**src/rtl/msj_setpoint_scheduler.sv**
```systemverilog
// ---------------------------------------------------------------------------
// msj_setpoint_scheduler
//
// Holds a signed target and a signed output setpoint per motor channel.
// A tick counter paces periodic scans. Each scan visits one motor per
// cycle. During a visit the scan applies the button inputs to that motor's
// target, then moves sp toward the target, limited by max_step. Between
// scans, the host can overwrite any target through a valid/ready port.
//
// Ports
//   clock, reset          : single clock domain; synchronous active-high reset
//   host_valid/host_ready : host target write handshake (ready only in IDLE)
//   host_motor/host_value : write address and value (value clamped to limit)
//   host_err              : one-cycle strobe after an out-of-range write
//   max_step              : per-scan ramp limit, <= 0 means jump directly
//   pull_buttons          : active-low per-motor increment buttons
//   release_buttons       : active-low per-motor decrement buttons
//   release_all_button    : active-low global decrement
//   zero_pose_button      : active-low global zero
//   sp                    : flattened setpoints, motor i at [32i+31:32i]
//   sp_update             : per-motor strobe in the cycle after sp changed
//   busy                  : high while a scan is in progress
// ---------------------------------------------------------------------------
module msj_setpoint_scheduler #(
    parameter int NUMBER_OF_MOTORS = 6,
    parameter int CLOCK_SPEED_HZ   = 50_000_000,
    parameter int STEP_RATE_HZ     = 100,
    parameter int BUTTON_STEP      = 10,
    parameter int SP_LIMIT         = 1_000_000
) (
    input  logic                          clock,
    input  logic                          reset,
    input  logic                          host_valid,
    output logic                          host_ready,
    input  logic [7:0]                    host_motor,
    input  logic signed [31:0]            host_value,
    output logic                          host_err,
    input  logic signed [31:0]            max_step,
    input  logic [NUMBER_OF_MOTORS-1:0]   pull_buttons,
    input  logic [NUMBER_OF_MOTORS-1:0]   release_buttons,
    input  logic                          release_all_button,
    input  logic                          zero_pose_button,
    output logic [NUMBER_OF_MOTORS*32-1:0] sp,
    output logic [NUMBER_OF_MOTORS-1:0]   sp_update,
    output logic                          busy
);

    localparam int TICK_PERIOD = CLOCK_SPEED_HZ / STEP_RATE_HZ;
    localparam int CNT_W       = (TICK_PERIOD > 1) ? $clog2(TICK_PERIOD) : 1;
    localparam int IDX_W       = (NUMBER_OF_MOTORS > 1) ? $clog2(NUMBER_OF_MOTORS) : 1;

    localparam logic [CNT_W-1:0]   TICK_LAST = CNT_W'(TICK_PERIOD - 1);
    localparam logic [IDX_W-1:0]   IDX_LAST  = IDX_W'(NUMBER_OF_MOTORS - 1);
    localparam logic signed [32:0] LIM_POS   = 33'(SP_LIMIT);
    localparam logic signed [32:0] LIM_NEG   = -33'(SP_LIMIT);
    localparam logic signed [31:0] LIM_POS32 = 32'(SP_LIMIT);
    localparam logic signed [31:0] LIM_NEG32 = -32'(SP_LIMIT);
    localparam logic signed [32:0] STEP33    = 33'(BUTTON_STEP);

    // A scan must finish, with one spare IDLE cycle, before the next tick.
    generate
        if (TICK_PERIOD <= NUMBER_OF_MOTORS + 1) begin : g_bad_tick_period
            $error("msj_setpoint_scheduler: tick period must exceed NUMBER_OF_MOTORS+1 cycles");
        end
    endgenerate

    // Folds a 33-bit intermediate back into the legal setpoint range.
    function automatic logic signed [31:0] saturate(input logic signed [32:0] v);
        if (v > LIM_POS) begin
            return LIM_POS32;
        end else if (v < LIM_NEG) begin
            return LIM_NEG32;
        end else begin
            return v[31:0];
        end
    endfunction

    typedef enum logic {IDLE, SCAN} state_t;

    state_t                 state_reg, state_next;
    logic [IDX_W-1:0]       idx_reg, idx_next;
    logic                   pending_reg, pending_next;
    logic [CNT_W-1:0]       cnt_reg;
    logic                   step_tick;
    logic                   host_err_reg;
    logic [NUMBER_OF_MOTORS-1:0] sp_update_reg, sp_update_next;

    logic signed [31:0] target_reg [NUMBER_OF_MOTORS];
    logic signed [31:0] sp_reg     [NUMBER_OF_MOTORS];

    logic signed [31:0] cur_target, cur_sp, new_target, new_sp;
    logic signed [32:0] diff, abs_diff;
    logic               host_accept, host_ok;

    // ---------------- tick counter ----------------
    assign step_tick = (cnt_reg == TICK_LAST);

    always_ff @(posedge clock) begin
        if (reset) begin
            cnt_reg <= '0;
        end else if (step_tick) begin
            cnt_reg <= '0;
        end else begin
            cnt_reg <= cnt_reg + 1'b1;
        end
    end

    // ---------------- scan FSM ----------------
    always_comb begin
        state_next   = state_reg;
        idx_next     = idx_reg;
        pending_next = pending_reg;
        case (state_reg)
            IDLE: begin
                if (step_tick || pending_reg) begin
                    state_next   = SCAN;
                    idx_next     = '0;
                    pending_next = 1'b0;
                end
            end
            SCAN: begin
                // Only one tick can be remembered; extra ones are dropped.
                if (step_tick) begin
                    pending_next = 1'b1;
                end
                if (idx_reg == IDX_LAST) begin
                    state_next = IDLE;
                end else begin
                    idx_next = idx_reg + 1'b1;
                end
            end
            default: state_next = IDLE;
        endcase
    end

    always_ff @(posedge clock) begin
        if (reset) begin
            state_reg   <= IDLE;
            idx_reg     <= '0;
            pending_reg <= 1'b0;
        end else begin
            state_reg   <= state_next;
            idx_reg     <= idx_next;
            pending_reg <= pending_next;
        end
    end

    assign busy        = (state_reg == SCAN);
    assign host_ready  = (state_reg == IDLE);
    assign host_accept = host_valid && host_ready;
    assign host_ok     = ({24'b0, host_motor} < 32'(NUMBER_OF_MOTORS));

    // ---------------- visit datapath ----------------
    always_comb begin
        cur_target = target_reg[idx_reg];
        cur_sp     = sp_reg[idx_reg];

        // Highest-priority active source only.
        if (!zero_pose_button) begin
            new_target = '0;
        end else if (!release_all_button || !release_buttons[idx_reg]) begin
            new_target = saturate($signed({cur_target[31], cur_target}) - STEP33);
        end else if (!pull_buttons[idx_reg]) begin
            new_target = saturate($signed({cur_target[31], cur_target}) + STEP33);
        end else begin
            new_target = cur_target;
        end

        diff     = $signed({new_target[31], new_target}) - $signed({cur_sp[31], cur_sp});
        abs_diff = (diff < 0) ? -diff : diff;

        if ((max_step <= 0) || (abs_diff <= $signed({max_step[31], max_step}))) begin
            new_sp = new_target;
        end else if (diff > 0) begin
            new_sp = cur_sp + max_step;
        end else begin
            new_sp = cur_sp - max_step;
        end

        sp_update_next = '0;
        if ((state_reg == SCAN) && (new_sp != cur_sp)) begin
            sp_update_next[idx_reg] = 1'b1;
        end
    end

    // Host writes happen only in IDLE and visits only in SCAN, so the two
    // never target the same register in the same cycle.
    always_ff @(posedge clock) begin
        if (reset) begin
            for (int i = 0; i < NUMBER_OF_MOTORS; i++) begin
                target_reg[i] <= '0;
                sp_reg[i]     <= '0;
            end
            sp_update_reg <= '0;
            host_err_reg  <= 1'b0;
        end else begin
            sp_update_reg <= sp_update_next;
            host_err_reg  <= host_accept && !host_ok;
            if (host_accept && host_ok) begin
                target_reg[host_motor[IDX_W-1:0]] <= saturate($signed({host_value[31], host_value}));
            end
            if (state_reg == SCAN) begin
                target_reg[idx_reg] <= new_target;
                sp_reg[idx_reg]     <= new_sp;
            end
        end
    end

    assign sp_update = sp_update_reg;
    assign host_err  = host_err_reg;

    generate
        for (genvar gi = 0; gi < NUMBER_OF_MOTORS; gi++) begin : g_sp_out
            assign sp[32*gi +: 32] = sp_reg[gi];
        end
    endgenerate

endmodule

```
**config.mk**
```make
export PLATFORM = sky130hd
export DESIGN_NAME = msj_setpoint_scheduler
export DESIGN_NICKNAME = d
export VERILOG_FILES = /design/src/rtl/msj_setpoint_scheduler.sv
export SDC_FILE = /design/constraint.sdc
export NUM_CORES = 1
export LEC_CHECK = 0
export BUFFER_PORTS_ARGS = -buffer_cell sky130_fd_sc_hd__buf_2
export CORE_ASPECT_RATIO = 0.8
export CORE_MARGIN = 4
export CORE_UTILIZATION = 45
export DETAILED_ROUTE_END_ITERATION = 10
export PLACE_DENSITY = 0.67
export SETUP_SLACK_MARGIN = 0.02
export SLEW_MARGIN = 20
export SYNTH_ARGS = -nofsm -noshare
export SYNTH_HDL_FRONTEND = slang
export SYNTH_SLANG_ARGS = --single-unit
```
**constraint.sdc**
```tcl
create_clock -name clock -period 17.2 [get_ports clock]
set_input_delay 0 -clock clock [delete_from_list [all_inputs] [get_ports clock]]
set_output_delay 0 -clock clock [all_outputs]
set_load 0.01 [all_outputs]
```
==> load_flow_metrics.sql, run 1 <==
INSERT INTO impl_metrics (metric_group, metric, value, unit) VALUES
('status', 'status', 'complete, no violations', ''),
('routing', 'drt_wl_total', '113000', 'um'),
('pwr', 'p_leak', '14.6', 'nW'),
('global_routing', 'grt_pass1_wl', '165000', 'um'),
('setup_path', 'critical_path_required', '17.68', 'ns'),
('pwr', 'swShare', '0.280', ''),
('routing', 'drtIter0Drc', '3435', ''),
('routing', 'post_detailed_route_via_to_cell_ratio', '6.14', ''),
('global_routing', 'track_usage', '0.273', ''),
('timing', 'sum_of_negative_setup_slack', '0', 'ns'),
('pwr', 'power_frac_comb', '0.198', ''),
('clock_tree', 'clk_pin_slew', '0.07', 'ns'),
('pwr', 'share_seq_of_total_power', '0.448', ''),
('setup_path', 'critical_path_cell_with_the_highest_stage_delay', 'sky130_fd_sc_hd__dfxtp_4', ''),
('yosys', 'yosysSeqAreaShare', '0.473', ''),
('pwr', 'power.internal', '0.00240', 'W'),
('clock_tree', 'cts-root-to-sink-buffers', '3', ''),
('timing', 'slew_headroom', '0.116', ''),
('global_routing', 'grt_start_max_net_pins', '78', ''),
('floorplan', 'io-pin-count', '290', ''),
('clock_tree', 'cts_sinks', '546', ''),
('global_routing', 'grt_antenna_before_repair', '10', ''),
('yosys', 'synth.top_cells.by_count', 'sky130_fd_sc_hd__nor2_1, sky130_fd_sc_hd__edfxtp_1, sky130_fd_sc_hd__nand2_1', ''),
('floorplan', 'die_height', '254', 'um'),
('yosys', 'synth_most_common_cell', 'sky130_fd_sc_hd__nor2_1', ''),
('yosys', 'avgSynthCellArea', '10.6', 'sq um'),
('layout', 'fin_util', '0.519', ''),
('job', 'cap_violations', '0', ''),
('floorplan', 'die_width', '315', 'um'),
('setup_path', 'crit_path_frequent_cell', 'sky130_fd_sc_hd__o21ai_0', ''),
('yosys', 'synth_cell_type_count', '99', ''),
('layout', 'filler_cell_count', '6552', ''),
('pwr', 'clock_power_share', '0.353', ''),
('yosys', 'synth_largest_area_cell', 'sky130_fd_sc_hd__edfxtp_1', ''),
('floorplan', 'start_util', '0.457', ''),
('clock_tree', 'clk_root_buffer_cell', 'sky130_fd_sc_hd__clkbuf_16', ''),
('layout', 'area_growth_syn_to_layout', '13.6', '%'),
('clock_tree', 'clock_tree_from_tritoncts', 'done', ''),
('timing', 'worst_clock_skew', '0.0300', 'ns'),
('floorplan', 'core_region_area', '74300', 'sq um'),
('pwr', 'powerDensity', '86.5', 'nW/um^2'),
('yosys', 'yosysWarningCount', '0', ''),
('global_routing', 'grt_pass1_vias', '26300', ''),
('layout', 'final_nets', '3659', ''),
('setup_path', 'timing.setup.critical_path_class', 'reg -> reg', ''),
('timing', 'final_worst_path_cycle_share', '0.933', ''),
('layout', 'post_route_cells_drive_above_1_share', '0.184', ''),
('timing', 'rsz0062_at_grt', 'no', ''),
('timing', 'final-max-slew-violation-count', '0', ''),
('setup_path', 'crit_path_max_fanout', '29', ''),
('yosys', 'synthDominantCellAreaShare', '0.453', ''),
('yosys', 'ys_dominant_reg_cell', 'sky130_fd_sc_hd__edfxtp_1', ''),
('placement', 'finalWeightedCongestion', '1.02', ''),
('pwr', 'max-vdd-ir-drop', '0.0758', 'mV'),
('yosys', 'netlist_top_cells_area', 'sky130_fd_sc_hd__edfxtp_1, sky130_fd_sc_hd__mux4_2, sky130_fd_sc_hd__nor2_1', ''),
('yosys', 'synth-async-reset-ratio', '0', ''),
('timing', 'min_period', '16.05', 'ns'),
('yosys', 'postSynthNetCount', '3387', ''),
('clock_tree', 'clock_latency', '0.63', 'ns'),
('setup_path', 'startpoint_type', 'register', ''),
('yosys', 'synthesis.instances', '3197', ''),
('routing', 'remaining_drc_errors', '0', ''),
('yosys', 'synth-seq-cells', '546', ''),
('routing', 'detail_route.first_pass.iterations', '6', ''),
('routing', 'postRouteAntennaNets', '0', ''),
('setup_path', 'arrival', '16.53', 'ns'),
('floorplan', 'num_rows', '89', ''),
('timing', 'max_slew.worst_pin.slew', '1.31', 'ns'),
('setup_path', 'worst_path_largest_cell_delay', '0.72', 'ns'),
('clock_tree', 'cts_made_buffers', '52', ''),
('placement', 'numPortBuffers', '289', '');
-- cell type report --
class	instances	share of cell area
multi-input combinational	2343	0.433
sequential	546	0.417
timing repair buffer	374	0.0572
clock buffer	72	0.0381
tap	1001	0.0325
inverter	152	0.0148
clock inverter	24	0.00682
antenna	5	0.000325
-- kinds of logic after synthesis --
family          count (synthesis)  synth area share
simple gates                 1230             0.170
compound gates                580             0.116
flops                         546             0.473
buf+inv                       308            0.0381
mux                           242             0.116
xor+xnor                      188            0.0485
fa+ha+maj                     103            0.0383
-- power by group through the flow --
stage                     Sequential, W  Clock (W)  Combinational [W]
after CTS                       0.00149    0.00119           0.000642
after floorplan                 0.00153          0           0.000436
final                           0.00149    0.00118           0.000662
after detailed placement        0.00152          0           0.000634
after global placement          0.00152          0           0.000635
after global routing            0.00150    0.00125           0.000719
-- per-layer routing --
metal  vias to the layer above  track usage  routed length, um
met3                       151       0.0795              13600
met4                        10       0.0589               2100
met5                         -            0                 74
li1                      12500            -                  -
met2                      1583        0.392              47500
met1                     13500        0.409              49500
-- per-stage QoR --
step                      cells  power, W  setup WS, ns  instance area [sq um]  hold WS, ns
after floorplan            3197   0.00196          3.41                  33900        0.116
after global placement     4391   0.00216          1.54                  36500        0.251
after detailed placement   4391   0.00216          1.17                  36500        0.251
after CTS                  4507   0.00333          1.06                  38400      0.00171
after global routing       4513   0.00346         0.148                  38500       0.0619
final                      4517   0.00333          1.15                  38500       0.0293
-- final timing paths --
path / start / to / slack, ns / cells after the start
min: host_value[8] / target_reg[3][8] / 0.03 / 5
max reg2reg: register / sp_update[4] / 1.15 / 50
min reg2reg: cnt_reg[0] / cnt_reg[0] / 0.47 / 1
max: register / sp_update[4] / 1.15 / 50
-- timing repair --
item	4_1_cts	5_1_grt
setup endpoints to repair	0	22
gates resized for setup	0	5
buffers inserted	0	4
hold buffers	20	0
endpoints found under the hold margin	119	0
-- critical path, delay by kind of cell, from the launching register on --
kind            cells  cell delay (ns)
mux                 3             1.40
xor+xnor            2             0.49
buf+inv             2             0.75
simple gates       18             6.17
flops               1             0.72
fa+ha+maj           2             0.76
compound gates     23             5.57
-- cell usage in the layout (no fill, tap or decap), types with 21 or more instances in the layout --
cell type                   Yosys  layout
sky130_fd_sc_hd__nor4_1        43      42
sky130_fd_sc_hd__and3_1        25      25
sky130_fd_sc_hd__nand2b_1      44      33
sky130_fd_sc_hd__nand3_1       96      94
sky130_fd_sc_hd__nor3_1        47      47
sky130_fd_sc_hd__mux2i_1      108     104
sky130_fd_sc_hd__a21oi_1      157     157
sky130_fd_sc_hd__a21o_1        29      29
sky130_fd_sc_hd__nand2_1      184     184
sky130_fd_sc_hd__a31oi_1       32      31
sky130_fd_sc_hd__mux4_2       119     119
sky130_fd_sc_hd__edfxtp_1     512     512
sky130_fd_sc_hd__o21a_1        21      21
sky130_fd_sc_hd__nor2_1       584     582
sky130_fd_sc_hd__o21ai_0       93      92
sky130_fd_sc_hd__xor2_1        41      41
sky130_fd_sc_hd__clkbuf_16      0      54
sky130_fd_sc_hd__xnor2_1      147     147
sky130_fd_sc_hd__buf_2          8     289
sky130_fd_sc_hd__ha_1          99      99
sky130_fd_sc_hd__and2_1        25      25
sky130_fd_sc_hd__dfxtp_1       34      31
sky130_fd_sc_hd__nor2b_1       31      31
sky130_fd_sc_hd__o31ai_1       31      31
sky130_fd_sc_hd__inv_1        149     149
sky130_fd_sc_hd__buf_4         10      60
sky130_fd_sc_hd__a211oi_1      25      25
sky130_fd_sc_hd__nand4_1       47      47
Note: power is estimated with default switching activity, not from simulation.
==> run 2, diff against run 1 <==
CORE_UTILIZATION = 29   (was 45)
PLACE_DENSITY = 0.49   (was 0.67)
==> run 2 against run 1 <==
Effect of this change: wire length is 11% higher; worst setup slack worse by 0.025 ns; critical endpoint unchanged; global-route usage is 7.7 points lower; total power is 4.0% higher; worst hold slack better by 0.026 ns; critical path depth is 7 higher; highest routed layer unchanged; clock skew is 0.00057 ns higher; final cell count is 12% higher; sequential power hardly changed; non-clock buffer count is 27 higher; sequential cell count stayed put; cell area is 2.5% higher.
==> load_flow_metrics.sql, run 2 (synthesized netlist as in run 1, its figures left out) <==
INSERT INTO impl_metrics (metric_group, metric, value, unit) VALUES
('global_routing', 'grt_pass1_wl', '181000', 'um'),
('worst_hold_path', 'min-delay-start', 'host_value[18]', ''),
('setup_path', 'crit_path_frequent_cell', 'sky130_fd_sc_hd__o21ai_0', ''),
('worst_hold_path', 'hold_path_class', 'in -> reg', ''),
('clock_tree', 'clk_root_buffer_cell', 'sky130_fd_sc_hd__clkbuf_16', ''),
('layout', 'final_common_cell', 'sky130_fd_sc_hd__nor2_1', ''),
('setup_path', 'r2r_slack', '1.12', 'ns'),
('timing', 'finalHoldViolations', '0', ''),
('floorplan', 'io-pin-count', '290', ''),
('timing', 'sum_of_negative_setup_slack', '0', 'ns'),
('placement', 'finalWeightedCongestion', '0.945', ''),
('clock_tree', 'cts_made_buffers', '58', ''),
('layout', 'layout.cells.most_common_list', 'sky130_fd_sc_hd__nor2_1, sky130_fd_sc_hd__edfxtp_1, sky130_fd_sc_hd__buf_2', ''),
('routing', 'postRouteAntennaNets', '0', ''),
('status', 'status', 'complete, no violations', ''),
('setup_path', 'ff2ff_path_depth', '57', ''),
('setup_path', 'crit_path_max_fanout', '36', ''),
('routing', 'detail_route.first_pass.iterations', '6', ''),
('clock_tree', 'htreeDepth', '2', ''),
('global_routing', 'grt_start_max_net_pins', '76', ''),
('placement', 'dpl.hpwl', '91100', 'um'),
('clock_tree', 'cts_sinks', '546', ''),
('setup_path', 'worst_path_largest_cell_delay', '0.64', 'ns'),
('timing', 'max_slew.worst_pin.slew', '1.17', 'ns'),
('setup_path', 'timing.setup.critical_path_class', 'reg -> reg', ''),
('clock_tree', 'clk_pin_slew', '0.06', 'ns'),
('timing', 'min_period', '16.08', 'ns'),
('worst_hold_path', 'holdPathEnd', 'target_reg[4][18]', ''),
('layout', 'post_route_cells_drive_above_1_share', '0.194', ''),
('setup_path', 'startpoint_type', 'register', ''),
('setup_path', 'critical_path_cell_with_the_highest_stage_delay', 'sky130_fd_sc_hd__buf_4', ''),
('timing', 'final_worst_path_cycle_share', '0.935', ''),
('global_routing', 'track_usage', '0.196', ''),
('setup_path', 'timing.critical_path.to_type', 'register', ''),
('floorplan', 'core_region_area', '115000', 'sq um'),
('routing', 'drt_wl_total', '125000', 'um'),
('floorplan', 'die_width', '390', 'um'),
('floorplan', 'num_rows', '111', ''),
('setup_path', 'arrival', '16.59', 'ns'),
('timing', 'worst_clock_skew', '0.0306', 'ns'),
('clock_tree', 'clock_tree_from_tritoncts', 'done', ''),
('routing', 'drtIter0Drc', '2654', ''),
('routing', 'routedWlPerCell', '24.6', 'um'),
('worst_hold_path', 'worstHoldPathCells', '5', ''),
('timing', 'setup_viol', '0', ''),
('routing', 'remaining_drc_errors', '0', ''),
('pwr', 'max-vdd-ir-drop', '0.0718', 'mV'),
('layout', 'final_nets', '3692', ''),
('routing', 'post_detailed_route_via_to_cell_ratio', '5.40', ''),
('layout', 'finish.cell_count_without_fillers', '5075', ''),
('pwr', 'powerDensity', '87.7', 'nW/um^2'),
('setup_path', 'critical_path_required', '17.71', 'ns'),
('pwr', 'p_leak', '14.8', 'nW'),
('global_routing', 'grt_pass1_vias', '26700', ''),
('job', 'cap_violations', '0', ''),
('clock_tree', 'clock_latency', '0.65', 'ns'),
('global_routing', 'grt_antenna_before_repair', '2', ''),
('floorplan', 'design.die.area', '123000', 'sq um'),
('global_routing', 'globalRouteOverflowTotal', '0', ''),
('placement', 'numPortBuffers', '289', ''),
('floorplan', 'die_height', '314', 'um'),
('routing', 'detailroute.via_count', '27400', ''),
('timing', 'rsz0062_at_grt', 'no', ''),
('timing', 'maxClockFrequency', '62.2', 'MHz'),
('placement', 'numPlacedInstances', '4953', ''),
('clock_tree', 'cts-root-to-sink-buffers', '3', ''),
('setup_path', 'worstReg2RegEnd', 'sp_update[4]', ''),
('floorplan', 'start_util', '0.294', ''),
('layout', 'area_growth_syn_to_layout', '16.4', '%'),
('timing', 'final-max-slew-violation-count', '0', ''),
('timing', 'slew_headroom', '0.211', '');
[run 2: cell count changes in the layout (fill, tap and decap cells not counted), sizes merged]
cell	previous run	this run
buf	354	389
clkinv	19	29
dlygate4sd3	20	12
clkbuf	72	65
clkinvlp	1	6
diode	5	1
bufinv	5	7
inv	151	152
[run 2: final cells by class]
type / count / area, sq um
Multi-Input combinational cell: 2343 / 16700
Antenna cell: 1 / 2.50
Clock buffer: 65 / 1480
Sequential cell: 546 / 16100
Tap cell: 1525 / 1910
Fill cell: 11600 / 75900
Timing Repair Buffer: 401 / 2350
Inverter: 152 / 571
Clock inverter: 42 / 447
[run 2: worst max path at each step]
stage / startpoint / end / slack [ns]
floorplan: register / sp_update[5] / 3.41
global placement: register / sp_update[3] / 1.39
detailed placement: register / sp_update[3] / 1.24
CTS: register / sp_update[4] / 1.15
global route: register / sp_update[4] / 0.03
finish: register / sp_update[4] / 1.12
[run 2: critical path: cells and delay by family, from the launching register on]
kind | cells | cell delay (ns)
muxes | 1 | 0.48
adders and majority gates | 3 | 0.80
and+or+nand+nor | 15 | 4.35
xor gates and xnor gates | 3 | 0.73
DFF | 1 | 0.56
buffers and inverters | 5 | 1.32
AOI/OAI and AO/OA | 30 | 7.66
[run 2: power by group]
group / internal (W) / switching (W)
Combinational: 0.000267 / 0.000424
Clock: 0.000727 / 0.000552
Sequential: 0.00148 / 0.0000188
[run 2: through the flow]
stage / setup slack [ns] / area, sq um / util / hold slack, ns / power, W
final: 1.12 / 39500 / 0.342 / 0.0549 / 0.00347
after global routing: 0.0293 / 39500 / 0.342 / 0.0768 / 0.00362
after CTS: 1.15 / 39500 / 0.342 / 0.0324 / 0.00348
after detailed placement: 1.24 / 37400 / 0.324 / 0.253 / 0.00220
after global placement: 1.39 / 37400 / 0.324 / 0.250 / 0.00221
after floorplan: 3.41 / 33900 / - / 0.116 / 0.00196
[run 2: per-layer routing]
layer  up-vias  track usage  wire length [um]
met1     13700        0.285             57200
met4         2       0.0478              2940
met3       128       0.0314              8270
li1      12600            -                 -
met2       994        0.306             56300
met5         -            0                18
[run 2: repair_timing]
item	CTS	global route
buffers inserted	0	2
gates resized for setup	0	1
endpoints found under the hold margin	74	0
hold buffers	12	0
setup endpoints to repair	0	14
